File: config.mk
export PLATFORM = sky130hd
export DESIGN_NAME = sar_adc_ctrl_flat
export DESIGN_NICKNAME = d
export VERILOG_FILES = /design/src/rtl/sar_adc_pkg.sv /design/src/rtl/sar_adc_ctrl_if.sv /design/src/rtl/sync_2ff.sv /design/src/rtl/sar_adc_ctrl.sv /design/src/flat_wrapper.sv
export SDC_FILE = /design/constraint.sdc
export NUM_CORES = 1
export LEC_CHECK = 0
export CAP_MARGIN = 5
export CORE_MARGIN = 8
export CORE_UTILIZATION = 48
export CTS_CLUSTER_SIZE = 16
export DETAILED_ROUTE_END_ITERATION = 7
export GPL_TIMING_DRIVEN = 0
export PLACE_DENSITY = 0.75
export RECOVER_POWER = 100
export SYNTH_ARGS = -nofsm -noshare
export SYNTH_HDL_FRONTEND = slang
export SYNTH_HIERARCHICAL = 1
export SYNTH_SLANG_ARGS = --single-unit
File: constraint.sdc
create_clock -name clk -period 2.1 [get_ports clk]
set_input_delay 0.315 -clock clk [delete_from_list [all_inputs] [get_ports clk]]
set_output_delay 0.315 -clock clk [all_outputs]
set_load 0.01 [all_outputs]
File: src/rtl/sar_adc_pkg.sv
// -----------------------------------------------------------------------------
// sar_adc_pkg
// Shared types and elaboration-time helpers for the SAR ADC controller.
//   sar_state_e : controller state (IDLE, SAMPLE, CONVERT)
//   bit_period  : cycles spent on one bit decision (DAC settle + 2-flop sync)
//   cnt_width   : width of the reloadable phase counter
// -----------------------------------------------------------------------------
package sar_adc_pkg;

    typedef enum logic [1:0] {
        IDLE    = 2'd0,
        SAMPLE  = 2'd1,
        CONVERT = 2'd2
    } sar_state_e;

    // Each bit needs the DAC to settle plus two cycles for the comparator
    // result to cross the synchroniser before it can be trusted.
    function automatic int bit_period(input int settle_cycles);
        return settle_cycles + 2;
    endfunction

    // The counter only ever holds (phase length - 1), so $clog2 of the
    // longest phase is enough; keep at least one bit.
    function automatic int cnt_width(input int sample_cycles, input int period);
        int m;
        m = (sample_cycles > period) ? sample_cycles : period;
        return (m < 2) ? 1 : $clog2(m);
    endfunction

endpackage

File: src/rtl/sar_adc_ctrl_if.sv
// -----------------------------------------------------------------------------
// sar_adc_ctrl_if
// Core-side register interface of the SAR ADC controller.
//   start  : request a conversion (core -> ctrl)
//   abort  : cancel an in-progress conversion (core -> ctrl)
//   busy   : conversion in progress (ctrl -> core)
//   done   : one-cycle pulse, result valid (ctrl -> core)
//   result : last completed conversion (ctrl -> core)
// -----------------------------------------------------------------------------
interface sar_adc_ctrl_if #(
    parameter int BITS = 8
);
    logic            start;
    logic            abort;
    logic            busy;
    logic            done;
    logic [BITS-1:0] result;

    modport master (
        output start,
        output abort,
        input  busy,
        input  done,
        input  result
    );

    modport slave (
        input  start,
        input  abort,
        output busy,
        output done,
        output result
    );
endinterface

File: src/rtl/sync_2ff.sv
// -----------------------------------------------------------------------------
// sync_2ff
// Two-flop synchroniser for asynchronous pad-side inputs.
//   clk   : destination clock
//   rst_n : asynchronous active-low reset, both flops clear to 0
//   i_d   : asynchronous input
//   o_q   : synchronised output (second flop)
// -----------------------------------------------------------------------------
module sync_2ff (
    input  logic clk,
    input  logic rst_n,
    input  logic i_d,
    output logic o_q
);
    logic r_meta;
    logic r_sync;

    always_ff @(posedge clk or negedge rst_n) begin
        if (!rst_n) begin
            r_meta <= 1'b0;
            r_sync <= 1'b0;
        end else begin
            r_meta <= i_d;
            r_sync <= r_meta;
        end
    end

    assign o_q = r_sync;
endmodule

File: src/rtl/sar_adc_ctrl.sv
// -----------------------------------------------------------------------------
// sar_adc_ctrl
// Successive-approximation controller behind the 5 V analog pad: sequences the
// track/hold switch, drives the DAC trial code and resolves one bit per period.
//   clk       : core clock
//   rst_n     : asynchronous active-low reset
//   comp_in   : asynchronous comparator output (1 = input >= DAC)
//   sample_en : closes the pad-to-hold-cap track switch
//   dac_code  : trial code to the DAC
//   bus       : core-side start/abort/busy/done/result (slave modport)
// -----------------------------------------------------------------------------
module sar_adc_ctrl
    import sar_adc_pkg::*;
#(
    parameter int BITS          = 8,
    parameter int SAMPLE_CYCLES = 4,
    parameter int SETTLE_CYCLES = 1
) (
    input  logic            clk,
    input  logic            rst_n,
    input  logic            comp_in,
    output logic            sample_en,
    output logic [BITS-1:0] dac_code,
    sar_adc_ctrl_if.slave   bus
);
    localparam int T  = bit_period(SETTLE_CYCLES);
    localparam int CW = cnt_width(SAMPLE_CYCLES, T);
    localparam int IW = $clog2(BITS);

    localparam logic [CW-1:0]   SAMPLE_LOAD = CW'(SAMPLE_CYCLES - 1);
    localparam logic [CW-1:0]   BIT_LOAD    = CW'(T - 1);
    localparam logic [IW-1:0]   MSB_IDX     = IW'(BITS - 1);
    localparam logic [BITS-1:0] MSB_CODE    = {1'b1, {(BITS-1){1'b0}}};

    sar_state_e      r_state;
    logic [CW-1:0]   r_cnt;
    logic [IW-1:0]   r_bit_idx;
    logic            r_sample_en;
    logic [BITS-1:0] r_dac_code;
    logic            r_busy;
    logic            r_done;
    logic [BITS-1:0] r_result;

    logic            w_comp_s;
    logic [BITS-1:0] w_keep_code;
    logic [BITS-1:0] w_next_trial;

    sync_2ff u_comp_sync (
        .clk   (clk),
        .rst_n (rst_n),
        .i_d   (comp_in),
        .o_q   (w_comp_s)
    );

    // Decision for the bit under test, and the trial code for the next bit.
    always_comb begin
        w_keep_code = r_dac_code;
        if (!w_comp_s) begin
            w_keep_code[r_bit_idx] = 1'b0;
        end
        w_next_trial = w_keep_code;
        if (r_bit_idx != '0) begin
            w_next_trial[r_bit_idx - IW'(1)] = 1'b1;
        end
    end

    always_ff @(posedge clk or negedge rst_n) begin
        if (!rst_n) begin
            r_state     <= IDLE;
            r_cnt       <= '0;
            r_bit_idx   <= '0;
            r_sample_en <= 1'b0;
            r_dac_code  <= '0;
            r_busy      <= 1'b0;
            r_done      <= 1'b0;
            r_result    <= '0;
        end else begin
            r_done <= 1'b0;
            case (r_state)
                IDLE: begin
                    // start beats a simultaneous abort: abort is only looked at
                    // once a conversion is running.
                    if (bus.start) begin
                        r_state     <= SAMPLE;
                        r_cnt       <= SAMPLE_LOAD;
                        r_sample_en <= 1'b1;
                        r_busy      <= 1'b1;
                        r_dac_code  <= '0;
                    end
                end

                SAMPLE: begin
                    if (bus.abort) begin
                        r_state     <= IDLE;
                        r_sample_en <= 1'b0;
                        r_busy      <= 1'b0;
                        r_dac_code  <= '0;
                    end else if (r_cnt == '0) begin
                        r_state     <= CONVERT;
                        r_sample_en <= 1'b0;
                        r_dac_code  <= MSB_CODE;
                        r_bit_idx   <= MSB_IDX;
                        r_cnt       <= BIT_LOAD;
                    end else begin
                        r_cnt <= r_cnt - CW'(1);
                    end
                end

                CONVERT: begin
                    // The cycle carrying the done pulse is still spent in
                    // CONVERT, so a start arriving alongside done is dropped.
                    if (bus.abort || r_done) begin
                        r_state     <= IDLE;
                        r_sample_en <= 1'b0;
                        r_busy      <= 1'b0;
                        r_dac_code  <= '0;
                    end else if (r_cnt != '0) begin
                        r_cnt <= r_cnt - CW'(1);
                    end else if (r_bit_idx != '0) begin
                        r_dac_code <= w_next_trial;
                        r_bit_idx  <= r_bit_idx - IW'(1);
                        r_cnt      <= BIT_LOAD;
                    end else begin
                        r_result   <= w_keep_code;
                        r_done     <= 1'b1;
                        r_busy     <= 1'b0;
                        r_dac_code <= '0;
                    end
                end

                default: begin
                    r_state     <= IDLE;
                    r_sample_en <= 1'b0;
                    r_busy      <= 1'b0;
                    r_dac_code  <= '0;
                end
            endcase
        end
    end

    assign sample_en  = r_sample_en;
    assign dac_code   = r_dac_code;
    assign bus.busy   = r_busy;
    assign bus.done   = r_done;
    assign bus.result = r_result;
endmodule

File: src/flat_wrapper.sv
// flat-port wrapper written by rule: the top's interface ports become plain ports
module sar_adc_ctrl_flat import sar_adc_pkg::*;
#(
    parameter int BITS          = 8,
    parameter int SAMPLE_CYCLES = 4,
    parameter int SETTLE_CYCLES = 1
)
  (clk, rst_n, comp_in, sample_en, dac_code, bus_start, bus_abort, bus_busy, bus_done, bus_result);
  sar_adc_ctrl_if #(.BITS(BITS)) bus_i ();
  input  logic clk;
  input  logic rst_n;
  input  logic comp_in;
  output logic sample_en;
  output logic [BITS-1:0] dac_code;
  input wire logic [$bits(bus_i.start)-1:0] bus_start;
  input wire logic [$bits(bus_i.abort)-1:0] bus_abort;
  output wire logic [$bits(bus_i.busy)-1:0] bus_busy;
  output wire logic [$bits(bus_i.done)-1:0] bus_done;
  output wire logic [$bits(bus_i.result)-1:0] bus_result;
  assign bus_i.start = bus_start;
  assign bus_i.abort = bus_abort;
  assign bus_busy = bus_i.busy;
  assign bus_done = bus_i.done;
  assign bus_result = bus_i.result;
  sar_adc_ctrl #(.BITS(BITS), .SAMPLE_CYCLES(SAMPLE_CYCLES), .SETTLE_CYCLES(SETTLE_CYCLES)) u_core (.clk(clk), .rst_n(rst_n), .comp_in(comp_in), .sample_en(sample_en), .dac_code(dac_code), .bus(bus_i));
endmodule
Word-level counts from Yosys, hierarchy flattened. Cells that the tools add are included.

Register bits after elaboration: 28. Input bits: 5. Logic and storage cells: 95. Output and inout bits: 19.

Mux-type cells: 44. Add/subtract/negate cells: 2. Eq/ne operators: 14. Bitwise logic cells: 6. Order comparisons: 4. Reductions and logical operators: 15.

Operator list (count): 8-bit two-way mux (7); 8-bit one-hot mux with 3 select lines (1); 2-bit two-way mux (10); 3-bit two-way mux (5); 1-bit two-way mux (14); 2-bit one-hot mux with 3 select lines (2); 2-bit inequality test, second input constant (5); 8-bit AND (1); 3-bit by 4-bit < comparator with 1-bit output, second input constant (2); 8-bit NOT (1); 8-bit OR (1); 4-bit AND reduction (2); 1-bit demux with 3-bit select (2); 3-bit by 1-bit >= comparator with 1-bit output, second input constant (2); 2-bit by 1-bit inequality test with 1-bit output, second input constant (3); 3-bit by 2-bit inequality test with 1-bit output, second input constant (2); 1-bit one-hot mux with 3 select lines (2); 3-bit one-hot mux with 2 select lines (1); 3-bit AND reduction (2); 6-bit AND reduction (1); 3-bit nonzero test (2); 5-bit AND reduction (1); 2-bit logical NOT (2); 2-bit nonzero test (2); other kinds (9) (12).

Longest topological paths before layout.
Word-level depth: 12. Gate-level depth with buffers: 8. Depth with buffers taken out: 6.

By module. The synthesis kept the hierarchy.

Modules (own cells, without submodules): sar_adc_ctrl (area an instance 1514.0 um^2, times used 1, sequential area each 625.6 um^2, cells an instance 156); sync_2ff (area an instance 50.0 um^2, times used 1, sequential area each 50.0 um^2, cells an instance 2).

Worst setup path after synthesis. No wires, ideal clock.

Path kind: register to register. Start: register u_core.r_bit_idx[0]. End: register u_core.r_cnt[0]. Library setup time: 0.125 ns. Period minus slack after synthesis: 1.942 ns. Stages on the path, launching flop included: 8. Setup slack: 0.158 ns. Arrival: 1.817 ns. Path buffers: 1. Required time: 1.975 ns. Cells stage by stage: dfrtp_1 > buf_2 > inv_1 > ha_1 > and3b_1 > o31a_1 > a2111oi_4 > mux2_4.

Longest elaborated chain between the ends: 3.

Ends and longest elaborated chain: start, declared (RTL line sar_adc_ctrl.sv:37) `logic [IW-1:0] r_bit_idx;`; start signal, assigned (RTL line sar_adc_ctrl.sv:121) `r_bit_idx <= r_bit_idx - IW'(1);`; 3-bit nonzero test (RTL line sar_adc_ctrl.sv:119) `end else if (r_bit_idx != '0) begin`; 3-bit by 1-bit inequality test with 1-bit output (no line); 5-bit AND reduction (no line); end signal, assigned (RTL line sar_adc_ctrl.sv:105) `r_cnt <= r_cnt - CW'(1);`; end signal, assigned (RTL line sar_adc_ctrl.sv:118) `r_cnt <= r_cnt - CW'(1);`; end, declared (RTL line sar_adc_ctrl.sv:36) `logic [CW-1:0] r_cnt;`.

No other way between the ends. A chain may end at the register's enable or synchronous reset.

Final worst setup path.
Start: register u_core.r_bit_idx[0]. End: register u_core.r_cnt[1].

The elaborated chain is that of the path after synthesis.

==> impl_metrics.xml <==
<?xml version="1.0" encoding="UTF-8"?>
<metrics>
  <group name="sta">
    <metric name="maxClockFrequency" unit="GHz">0.506</metric>
    <metric name="clock-skew-final" unit="ns">0.00513</metric>
    <metric name="worst_slew_pin_slew" unit="ns">1.43</metric>
    <metric name="slew_violations" unit="">0</metric>
    <metric name="finalHoldViolCount" unit="">0</metric>
    <metric name="fin_crit_sh" unit="%">94.2</metric>
    <metric name="worst_hold_slack" unit="ns">0.294</metric>
    <metric name="tmin_final" unit="ns">1.98</metric>
    <metric name="worst_relative_slew_slack" unit="%">4.54</metric>
    <metric name="grt_setup_unrepaired" unit="">false</metric>
    <metric name="setup_ws" unit="ns">0.122</metric>
    <metric name="final.setup.tns" unit="ns">0</metric>
    <metric name="setup_viol_count_final" unit="">0</metric>
  </group>
  <group name="placed_design">
    <metric name="post-dp-hpwl" unit="mm">2.75</metric>
    <metric name="dp_slack" unit="ns">-0.0539</metric>
    <metric name="dpl-instance-area" unit="mm^2">0.00185</metric>
    <metric name="port_buffers" unit="">23</metric>
    <metric name="gp_congestion" unit="">0.854</metric>
  </group>
  <group name="logic_synthesis">
    <metric name="syn_area_per_cell" unit="um^2">9.90</metric>
    <metric name="syn-num-nets" unit="">171</metric>
    <metric name="synth_async_sr_flop_share" unit="%">100</metric>
    <metric name="synth_top_family_by_area" unit="">compound AO/OA/AOI/OAI gates</metric>
    <metric name="ys.flop_type" unit="">dfrtp_1</metric>
    <metric name="synthesis.area" unit="mm^2">0.00156</metric>
    <metric name="synth_seq_cells" unit="">27</metric>
    <metric name="muxShareOfSynthArea" unit="%">4.80</metric>
    <metric name="number_of_flops_mapped_to_enable_cells_by_yosys" unit="">0</metric>
    <metric name="post_synth_main_area_contributors" unit="">dfrtp_1 43%, ha_1 6.4%, o21ai_0 6.1%, nand2_1 3.6%, mux2_2 2.9%</metric>
    <metric name="synth_largest_type_area_fraction" unit="%">43.2</metric>
    <metric name="synth_fa_ha_area_share" unit="%">6.40</metric>
    <metric name="synthXorXnorAreaFrac" unit="%">0.560</metric>
    <metric name="yosysWarningCount" unit="">6</metric>
    <metric name="synth_compound_gate_area_share" unit="%">23.4</metric>
    <metric name="postSynthCellCount" unit="">158</metric>
    <metric name="post_synth_num_cell_types" unit="">43</metric>
    <metric name="synth_sequential_area_ratio" unit="%">43.2</metric>
    <metric name="yosysTopAreaCell" unit="">dfrtp_1</metric>
    <metric name="synth_simple_gate_area_share" unit="%">17.1</metric>
  </group>
  <group name="floorplan">
    <metric name="die_h" unit="um">73.1</metric>
    <metric name="fp.coreArea" unit="mm^2">0.00308</metric>
    <metric name="starting_density_of_the_core" unit="%">50.8</metric>
    <metric name="total_i_o_pin_count" unit="">24</metric>
    <metric name="fp.dieW" unit="um">73.1</metric>
    <metric name="placement_rows" unit="">20</metric>
    <metric name="die_area" unit="mm^2">0.00534</metric>
  </group>
  <group name="pwr">
    <metric name="design_power_total" unit="uW">2180</metric>
    <metric name="peakVddDrop" unit="uV">761</metric>
    <metric name="cellLeakagePower" unit="uW">0.000888</metric>
    <metric name="pwr_density_cell" unit="mW/mm^2">1130</metric>
  </group>
  <group name="drt">
    <metric name="via_count" unit="">1294</metric>
    <metric name="drt-pass1-iter-count" unit="">4</metric>
    <metric name="drtIter0Drc" unit="">71</metric>
    <metric name="ant_nets" unit="">0</metric>
    <metric name="route.detailed.wl_per_inst" unit="um">15.9</metric>
    <metric name="drc_errors" unit="">0</metric>
    <metric name="viasPerCell" unit="">5.55</metric>
    <metric name="totalWireLength" unit="mm">3.70</metric>
  </group>
  <group name="grt">
    <metric name="grt_max_degree" unit="">28</metric>
    <metric name="grt_overflow" unit="">0</metric>
    <metric name="grt.total_usage" unit="%">14.9</metric>
    <metric name="antenna_found_initial" unit="">0</metric>
    <metric name="global_route_wire_length_before_repair" unit="mm">6.41</metric>
    <metric name="first_global_vias" unit="">1404</metric>
  </group>
  <group name="cells_and_area">
    <metric name="area.growth.synth_to_final" unit="%">23.0</metric>
    <metric name="antenna_cells" unit="">0</metric>
    <metric name="layout-drive-gt1-share" unit="%">15.9</metric>
    <metric name="fillers" unit="">300</metric>
    <metric name="multiInputGateArea" unit="um^2">832</metric>
    <metric name="seqCellArea" unit="um^2">677</metric>
    <metric name="nets" unit="">203</metric>
    <metric name="area_of_all_placed_cells_without_fillers" unit="mm^2">0.00192</metric>
  </group>
  <group name="cts">
    <metric name="ctsRootBufferMaster" unit="">clkbuf_4</metric>
    <metric name="deepest_clock_path_buffer_count" unit="">2</metric>
    <metric name="cts_tree" unit="">built</metric>
    <metric name="tritoncts.num_buffers" unit="">3</metric>
    <metric name="htree_num_levels" unit="">1</metric>
    <metric name="cts.clk_slew.worst_paths" unit="ns">0.15</metric>
    <metric name="clkLatencyLatePin" unit="ns">0.32</metric>
    <metric name="postCtsHoldBufs" unit="">0</metric>
    <metric name="clkSinkCount" unit="">27</metric>
  </group>
  <group name="critical_path">
    <metric name="cp_slowest_cell" unit="">dfrtp_1</metric>
    <metric name="worst-setup-path-type" unit="">register to register</metric>
    <metric name="worstSetupPathDepth" unit="">7</metric>
    <metric name="cp-start-kind" unit="">register</metric>
    <metric name="setup.worst_path.end_class" unit="">register</metric>
    <metric name="critical_path_peak_fanout" unit="">10</metric>
    <metric name="r2r_cells" unit="">7</metric>
    <metric name="cp.required" unit="ns">2.32</metric>
    <metric name="timing.reg2reg.setup_slack" unit="ns">0.12</metric>
    <metric name="worstPathArrival" unit="ns">2.20</metric>
    <metric name="crit_path_max_incr_delay" unit="ns">0.38</metric>
    <metric name="path_cells" unit="">buf_6 -&gt; inv_2 -&gt; ha_2 -&gt; and3b_1 -&gt; o31a_1 -&gt; a2111oi_4 -&gt; mux2_1</metric>
    <metric name="cpLargestDelayFamily" unit="">compound AO/OA/AOI/OAI gates</metric>
    <metric name="r2r-start" unit="">u_core/r_bit_idx[0]</metric>
    <metric name="timing.critical_path.buf_inv" unit="">2</metric>
    <metric name="r2r_end" unit="">u_core/r_cnt[1]</metric>
  </group>
  <group name="worst_hold_path">
    <metric name="hold_path.class" unit="">input pin to async pin</metric>
  </group>
  <group name="run">
    <metric name="max_cap_viol_count" unit="">0</metric>
  </group>
  <group name="status">
    <metric name="outcome" unit="">finished, final reports clean</metric>
  </group>
</metrics>
[flip-flops by register name, summed over array words and instances (netlist names)]
signal	cells
u_core/u_comp_sync/r_meta	1
u_core/dac_code	8
u_core/bus.busy	1
u_core/u_comp_sync/o_q	1
u_core/r_bit_idx	3
u_core/bus.done	1
u_core/r_state	2
u_core/bus.result	8
u_core/r_cnt	2
[logic make-up after synthesis]
group,count (synthesis)
simple gates,48
xor+xnor,1
compound gates,52
fa+ha+maj,8
buf+inv,16
mux,6
flops,27
[per-stage QoR]
step | cells | utilization (%)
global route | 233 | 62.5
global placement | 225 | 60.1
finish | 233 | 62.5
floorplan | 158 | -
CTS | 229 | 61.3
detailed placement | 225 | 60.1
[cells in the mapped netlist, types with 2 or more instances]
library cell,n
dfrtp_1,27
o21ai_0,19
nand2_1,15
inv_1,9
nor2_1,9
ha_1,8
a21oi_1,5
a22o_1,5
nand2b_1,5
nor2b_1,5
a31oi_1,4
mux2_2,4
o31ai_1,4
buf_2,3
a32oi_1,2
and3_1,2
buf_4,2
clkbuf_1,2
mux2_4,2
nand3_1,2
o211ai_1,2
[power by group]
part           internal [uW]  total [uW]  leakage [uW]  switching [uW]
registers                621         702      0.000351            80.6
clock network           71.3         225     0.0000177             154
logic                    556        1250      0.000520             694
total                   1250        2180      0.000888             928
[final cells by class]
cell class	instances	area share [%]
Sequential cell	27	35.2
Multi-Input combinational cell	115	43.2
Clock buffer	3	1.17
Timing Repair Buffer	27	13.2
Inverter	9	1.76
Buffer	7	2.34
Tap cell	44	2.86
Clock inverter	1	0.260
[what timing repair did]
item / in CTS / in global routing
gates resized for setup: 5 / 5
buffers inserted: 0 / 4
pin swaps: 1 / 2
endpoints found under the setup margin: 3 / 15
[per-layer routing]
layer	wire length, um	GRT usage, %	part of all wire (%)
met4	19	5.11	0.51
met1	1580	16.5	43
met2	1890	26.9	51
met3	215	3.43	5.8
met5	0	0	0
[worst reg2reg max path: stages, from the launching register on]
cell and delay, ns:
dfrtp_1 0.38, buf_6 0.14, inv_2 0.08, ha_2 0.20
and3b_1 0.19, o31a_1 0.27, a2111oi_4 0.25, mux2_1 0.36
[worst max-delay path by stage]
stage / from / to / slack, ns
floorplan: u_core/r_bit_idx[0] / u_core/r_cnt[0] / 0.16
CTS: u_core/r_bit_idx[0] / u_core/r_cnt[1] / 0.003
global route: u_core/r_state[0] / u_core/dac_code[5] / 0.002
detailed placement: bus_abort / u_core/bus.result[0] / -0.05
global placement: bus_abort / u_core/dac_code[2] / -0.02
finish: u_core/r_bit_idx[0] / u_core/r_cnt[1] / 0.12
[cells in the final DEF, fill, tap and decap left out, types with 3 or more instances in the layout]
master,n
nand2b_1,5
nand2_1,15
a22o_1,5
nor2b_1,4
dlygate4sd3_1,20
o31ai_1,4
dfrtp_1,26
inv_1,8
buf_4,6
ha_1,7
nor2_1,9
mux2_2,4
a31oi_1,4
clkbuf_4,3
o21ai_0,19
a21oi_1,5
(Power assumes the default switching activity.)
